<file path="src/rtl/gt_link_pkg.sv">
// Shared types for the GTX receive-link monitor: state encoding used by the FSM and the debug port.
package gt_link_pkg;

  localparam int ST_W = 3;

  typedef enum logic [ST_W-1:0] {
    ST_IDLE       = 3'd0,
    ST_WAIT_LOCK  = 3'd1,
    ST_WAIT_DONE  = 3'd2,
    ST_WAIT_ALIGN = 3'd3,
    ST_LINK_UP    = 3'd4,
    ST_RETRAIN    = 3'd5
  } link_state_e;

endpackage

</file>
<file path="src/rtl/gt_status_sync.sv">
// Two-flop synchronizer bank for asynchronous transceiver status bits.
module gt_status_sync #(
  parameter int WIDTH = 1
) (
  input  logic             CLK,
  input  logic             RST_N,
  input  logic [WIDTH-1:0] d,
  output logic [WIDTH-1:0] q
);

  logic [WIDTH-1:0] meta_p0;
  logic [WIDTH-1:0] sync_p1;

  // First flop may go metastable; second flop gives a settled value two cycles later.
  always_ff @(posedge CLK or negedge RST_N) begin
    if (!RST_N) begin
      meta_p0 <= '0;
      sync_p1 <= '0;
    end else begin
      meta_p0 <= d;
      sync_p1 <= meta_p0;
    end
  end

  assign q = sync_p1;

endmodule

</file>
<file path="src/rtl/gt_link_monitor.sv">
// Receive-side link monitor: qualifies lock/reset-done/alignment, declares link up,
// accumulates 8b/10b error symbols and requests a retrain on status loss or error bursts.
module gt_link_monitor
  import gt_link_pkg::*;
#(
  parameter int LOCK_WAIT  = 8,
  parameter int TIMEOUT    = 4096,
  parameter int ERR_WIN    = 1024,
  parameter int ERR_MAX    = 16,
  parameter int RETRY_HOLD = 16
) (
  input  logic            CLK,
  input  logic            RST_N,
  input  logic            en,
  input  logic            clear_cnt,
  input  logic            gt0_cplllock_in,
  input  logic            gt0_rxresetdone_in,
  input  logic            gt0_txresetdone_in,
  input  logic            gt0_rxbyteisaligned_in,
  input  logic [1:0]      gt0_rxdisperr_in,
  input  logic [1:0]      gt0_rxnotintable_in,
  output logic            link_up,
  output logic            retrain_req,
  output logic [15:0]     err_count,
  output logic [7:0]      retrain_count,
  output logic [ST_W-1:0] state_out
);

  localparam int STAB_W  = $clog2(LOCK_WAIT + 1);
  localparam int DWELL_W = 16;
  localparam int WIN_W   = $clog2(ERR_WIN + 1);
  localparam int SUM_W   = $clog2(2 * ERR_WIN + 2);

  function automatic logic [15:0] sat_add16(input logic [15:0] a, input logic [1:0] b);
    logic [16:0] s;
    s = {1'b0, a} + {15'd0, b};
    return s[16] ? 16'hFFFF : s[15:0];
  endfunction

  function automatic logic [7:0] sat_inc8(input logic [7:0] a);
    return (a == 8'hFF) ? a : a + 8'd1;
  endfunction

  link_state_e        state;
  link_state_e        state_nxt;
  logic [2:0]         status_s;
  logic               lock_s;
  logic               rxdone_s;
  logic               txdone_s;
  logic [STAB_W-1:0]  stable_cnt;
  logic [DWELL_W-1:0] dwell_cnt;
  logic [WIN_W-1:0]   win_cnt;
  logic [SUM_W-1:0]   win_sum;
  logic [SUM_W-1:0]   win_sum_inc;
  logic [1:0]         err_bits;
  logic [1:0]         err_sym;
  logic               entry;
  logic               stable_hit;
  logic               tmo_hit;
  logic               hold_done;
  logic               win_end;
  logic               err_hit;

  gt_status_sync #(.WIDTH(3)) u_status_sync (
    .CLK   (CLK),
    .RST_N (RST_N),
    .d     ({gt0_txresetdone_in, gt0_rxresetdone_in, gt0_cplllock_in}),
    .q     (status_s)
  );

  assign lock_s   = status_s[0];
  assign rxdone_s = status_s[1];
  assign txdone_s = status_s[2];

  // Per-cycle error symbols (0..2) and the window sum including this cycle.
  assign err_bits    = gt0_rxdisperr_in | gt0_rxnotintable_in;
  assign err_sym     = {1'b0, err_bits[1]} + {1'b0, err_bits[0]};
  assign win_sum_inc = win_sum + SUM_W'(err_sym);

  assign stable_hit = (stable_cnt == STAB_W'(LOCK_WAIT - 1));
  assign tmo_hit    = (dwell_cnt == DWELL_W'(TIMEOUT - 1));
  assign hold_done  = (dwell_cnt == DWELL_W'(RETRY_HOLD - 1));
  assign win_end    = (win_cnt == WIN_W'(ERR_WIN - 1));
  assign err_hit    = (win_sum_inc >= SUM_W'(ERR_MAX));
  assign entry      = (state_nxt != state);

  // Next-state: enable first, then status loss, then error threshold, then timeout.
  always_comb begin
    state_nxt = state;
    if (!en) begin
      state_nxt = ST_IDLE;
    end else begin
      case (state)
        ST_IDLE:       state_nxt = ST_WAIT_LOCK;
        ST_WAIT_LOCK: begin
          if (lock_s && stable_hit)    state_nxt = ST_WAIT_DONE;
          else if (tmo_hit)            state_nxt = ST_RETRAIN;
        end
        ST_WAIT_DONE: begin
          if (!lock_s)                 state_nxt = ST_RETRAIN;
          else if (rxdone_s && txdone_s) state_nxt = ST_WAIT_ALIGN;
          else if (tmo_hit)            state_nxt = ST_RETRAIN;
        end
        ST_WAIT_ALIGN: begin
          if (!(lock_s && rxdone_s && txdone_s))          state_nxt = ST_RETRAIN;
          else if (gt0_rxbyteisaligned_in && stable_hit)  state_nxt = ST_LINK_UP;
          else if (tmo_hit)                               state_nxt = ST_RETRAIN;
        end
        ST_LINK_UP: begin
          if (!(lock_s && rxdone_s && txdone_s && gt0_rxbyteisaligned_in)) state_nxt = ST_RETRAIN;
          else if (err_hit)            state_nxt = ST_RETRAIN;
        end
        ST_RETRAIN: begin
          if (hold_done)               state_nxt = ST_WAIT_LOCK;
        end
        default:                       state_nxt = ST_IDLE;
      endcase
    end
  end

  // State register.
  always_ff @(posedge CLK or negedge RST_N) begin
    if (!RST_N) state <= ST_IDLE;
    else        state <= state_nxt;
  end

  // Consecutive-stable counter for lock (WAIT_LOCK) and alignment (WAIT_ALIGN).
  always_ff @(posedge CLK or negedge RST_N) begin
    if (!RST_N) begin
      stable_cnt <= '0;
    end else if (entry) begin
      stable_cnt <= '0;
    end else if ((state == ST_WAIT_LOCK && lock_s) ||
                 (state == ST_WAIT_ALIGN && gt0_rxbyteisaligned_in)) begin
      stable_cnt <= stable_cnt + STAB_W'(1);
    end else begin
      stable_cnt <= '0;
    end
  end

  // Cycles spent in the current state; drives both the WAIT_* timeout and the retrain hold.
  always_ff @(posedge CLK or negedge RST_N) begin
    if (!RST_N) begin
      dwell_cnt <= '0;
    end else if (entry) begin
      dwell_cnt <= '0;
    end else if (dwell_cnt != '1) begin
      dwell_cnt <= dwell_cnt + DWELL_W'(1);
    end
  end

  // Error window: restarts at every window boundary and whenever the link is not up.
  always_ff @(posedge CLK or negedge RST_N) begin
    if (!RST_N) begin
      win_cnt <= '0;
      win_sum <= '0;
    end else if (state != ST_LINK_UP || win_end) begin
      win_cnt <= '0;
      win_sum <= '0;
    end else begin
      win_cnt <= win_cnt + WIN_W'(1);
      win_sum <= win_sum_inc;
    end
  end

  // Saturating statistics; a clear pulse overrides any same-cycle increment.
  always_ff @(posedge CLK or negedge RST_N) begin
    if (!RST_N) begin
      err_count     <= '0;
      retrain_count <= '0;
    end else if (clear_cnt) begin
      err_count     <= '0;
      retrain_count <= '0;
    end else begin
      if (state == ST_LINK_UP)
        err_count <= sat_add16(err_count, err_sym);
      if (state_nxt == ST_RETRAIN && state != ST_RETRAIN)
        retrain_count <= sat_inc8(retrain_count);
    end
  end

  assign link_up     = (state == ST_LINK_UP);
  assign retrain_req = (state == ST_RETRAIN);
  assign state_out   = state;

endmodule

</file>
<file path="config.mk">
export PLATFORM = sky130hd
export DESIGN_NAME = gt_link_monitor
export DESIGN_NICKNAME = d
export VERILOG_FILES = /design/src/rtl/gt_link_pkg.sv /design/src/rtl/gt_status_sync.sv /design/src/rtl/gt_link_monitor.sv
export SDC_FILE = /design/constraint.sdc
export NUM_CORES = 1
export LEC_CHECK = 0
export CAP_MARGIN = 20
export CORE_ASPECT_RATIO = 0.75
export CORE_MARGIN = 1
export CORE_UTILIZATION = 58
export CTS_CLUSTER_SIZE = 30
export DETAILED_ROUTE_END_ITERATION = 10
export PLACE_DENSITY = 0.89
export SYNTH_ARGS = -nofsm -noshare
export SYNTH_HDL_FRONTEND = slang
export SYNTH_SLANG_ARGS = --single-unit
</file>
<file path="constraint.sdc">
create_clock -name CLK -period 3.3 [get_ports CLK]
set_clock_uncertainty 0.1 [all_clocks]
set_input_delay 0.66 -clock CLK [delete_from_list [all_inputs] [get_ports CLK]]
set_output_delay 0.66 -clock CLK [all_outputs]
set_load 0.02 [all_outputs]
</file>
==> results.cfg <==
[grt]
first_global_vias = 3736
grt-ovfl-total = 0
grt.total_usage = 0.299
antenna_found_initial = 0
grt_pass1_wl_um = 18000
grt_max_degree = 77

[logic_synthesis]
synth_area_um2 = 4260
yosysSeqAreaShare = 0.446
yosys_warnings = 0
synth_area_leaders = dfrtp_1, nor2_1, xor2_1
ys_ff_latch = 76
synth_top_area_frac = 0.446
synth_top_cell_by_area = dfrtp_1
syn_nets = 484
synth_edf_count = 0
syn-instance-count = 462
synthArstFlopShare = 1.00
synthDistinctLibCells = 58
syn_area_per_cell_um2 = 9.22
synthFlopType = dfrtp_1

[clocking]
cts_tree = built
cts.htree.levels = 3
hold_buffers = 0
cts-root-buf = clkbuf_8
clk_latency_ps = 350
cts_buffers = 9
clk_pin_slew_ps = 80
clkSinkCount = 76
clockBufferDepth = 2

[layout]
fin_area_um2 = 5420
area_growth_pct = 27.2
final_common_cell = dfrtp_1
drive_gt1_frac = 0.193
nNetsFinal = 553
antenna_cells = 0
final_cell_mix = dfrtp_1, nor2_1, clkdlybuf4s50_1

[routing]
wl_um = 11200
drc = 0
vias_per_cell = 6.22
dr.pass1.iters = 6
drtIter0Drc = 390
dr_total_vias = 3939
wl_per_cell_um = 17.8
ant_nets = 0

[die]
die_area_um2 = 7700
coreArea_um2 = 6960
die_w_um = 101
std_cell_rows = 26
die-height_um = 76.2
io_pins = 41
start_util = 0.612

[pwr]
p_leak_nw = 2.12
ir_drop_v = 0.000237
seq_power_share = 0.550
powerDensity_nw_per_um2 = 318
pwr-share-comb = 0.080
total_power_w = 0.00172
swShare = 0.244
p_sw_w = 0.000420
internal-power_w = 0.00130
power_frac_clock = 0.370

[worst_setup_path]
crit_slowest_cell = o31ai_4
cp-end-kind = flip-flop
path_common_cell = ha_4
crit_chain = buf_6, or2_4, ha_4, ha_4, ha_4, a21o_1, a311oi_2, o32ai_4, o21bai_4, o31ai_4, nor4_4, mux2_4
start_kind = input port
slowest_delay_ps = 500
cp_data_arrival_time_ps = 3380
required_ps = 3430
path_class = input port to flip-flop
critPathMaxFanout = 8

[placed_design]
place_ws_ps = -824
dp_hpwl_um = 7080
place.gp.congestion = 0.894
port_buffers = 40
place_area_um2 = 4940

[sta]
fmax_mhz = 308
relSlewSlack = 0.368
maxSlewViolCount = 0
rsz0062_at_grt = yes
final_hold_viol_count = 0
setup_viol = 0
post-route-min-period_ps = 3250
period_share = 0.984
fin_ws_ps = 53.7
worstMarginPinSlew_ps = 948
holdWs_ps = 250

[job]
max_cap_viol_count = 0

[min_path]
hold_class = flip-flop to flip-flop

[outcome]
status = completed
cell type report:
class / instances / area [µm²]
sequential: 76 / 1900
timing repair buffer: 73 / 651
multi-input combinational: 359 / 2530
clock buffer: 13 / 159
clock inverter: 2 / 10.0
inverter: 12 / 45.0
fill: 457 / 1540
tap: 98 / 123
path summary, 6_finish.rpt:
path,startpoint,end,slack (ps),depth (start not counted)
worst max-delay path,gt0_rxnotintable_in[0],retrain_count[6],50,12
worst min-delay path,u_status_sync.meta_p0[2],u_status_sync.q[2],250,0
worst max register to register,dwell_cnt[12],retrain_count[7],230,6
worst min register to register,u_status_sync.meta_p0[2],u_status_sync.q[2],250,0
max in group asynchronous,RST_N,state_out[2],2130,1
min in group asynchronous,RST_N,win_sum[6],360,1
layer usage:
| layer | wire length, µm | global-route usage |
|---|---|---|
| met4 | 276 | 0.104 |
| met3 | 818 | 0.0624 |
| met1 | 4880 | 0.421 |
| met2 | 5270 | 0.460 |
| met5 | 0 | 0 |
registers in the layout (all words and copies together), names as in the netlist:
signal / count
err_count: 16
u_status_sync.meta_p0: 3
u_status_sync.q: 3
win_cnt: 11
stable_cnt: 4
retrain_count: 8
dwell_cnt: 16
win_sum: 12
state_out: 3
what timing repair did:
item	in CTS	in global routing
setup buffers	1	3
setup endpoints to repair	35	34
pin swaps	16	18
resized for setup	39	29
cloned	2	0
cells in the mapped netlist, types with 4 or more instances:
cell type / instances
nand2b_1: 6
and3_2: 4
or2_2: 4
a31oi_1: 7
ha_1: 10
and4_1: 4
and3_1: 8
nor2_1: 56
dfrtp_1: 76
o21ai_0: 17
nand4_1: 4
xor2_1: 21
nor4_1: 11
xnor2_1: 15
clkbuf_8: 4
nor3_1: 36
a211oi_1: 5
a21oi_1: 24
a311oi_1: 4
nand3_1: 27
or3_1: 7
inv_1: 11
nor2b_1: 6
clkbuf_1: 10
nand2_1: 34
mux2i_1: 5
logic make-up (layout without fill, tap and decap cells):
group           count (synthesis)  count (layout)  share of synthesized area
buf+inv                        27             100                     0.0335
flops                          76              76                      0.446
simple gates                  224             224                      0.270
xor+xnor                       36              36                     0.0740
fa+ha+maj                      10              10                     0.0294
compound gates                 82              82                      0.130
mux                             7               7                     0.0170
worst max-delay path: cells and delay by family:
family,cells,cell delay (ps)
adder cells (fa/ha/maj),3,620
multiplexers,1,320
buffers and inverters,1,90
AO/OA/AOI/OAI,5,1330
AND/OR/NAND/NOR,2,360
power by group through the flow:
| stage | combinational, W | clock (W) | sequential, W |
|---|---|---|---|
| after floorplan | 0.0000596 | 0 | 0.000964 |
| after global placement | 0.000105 | 0 | 0.000966 |
| after detailed placement | 0.000109 | 0 | 0.000967 |
| after CTS | 0.000124 | 0.000642 | 0.000948 |
| after global routing | 0.000151 | 0.000679 | 0.000950 |
| final | 0.000138 | 0.000637 | 0.000948 |
stage by stage:
stage                     TNS [ps]  utilization  std cells
after floorplan              -3.94            -        462
after global placement      -17230        0.709        613
after detailed placement    -22460        0.709        613
after CTS                        0        0.762        630
after global routing         -98.9        0.778        633
final                            0        0.778        633
Power figures use the tool's default switching activity.
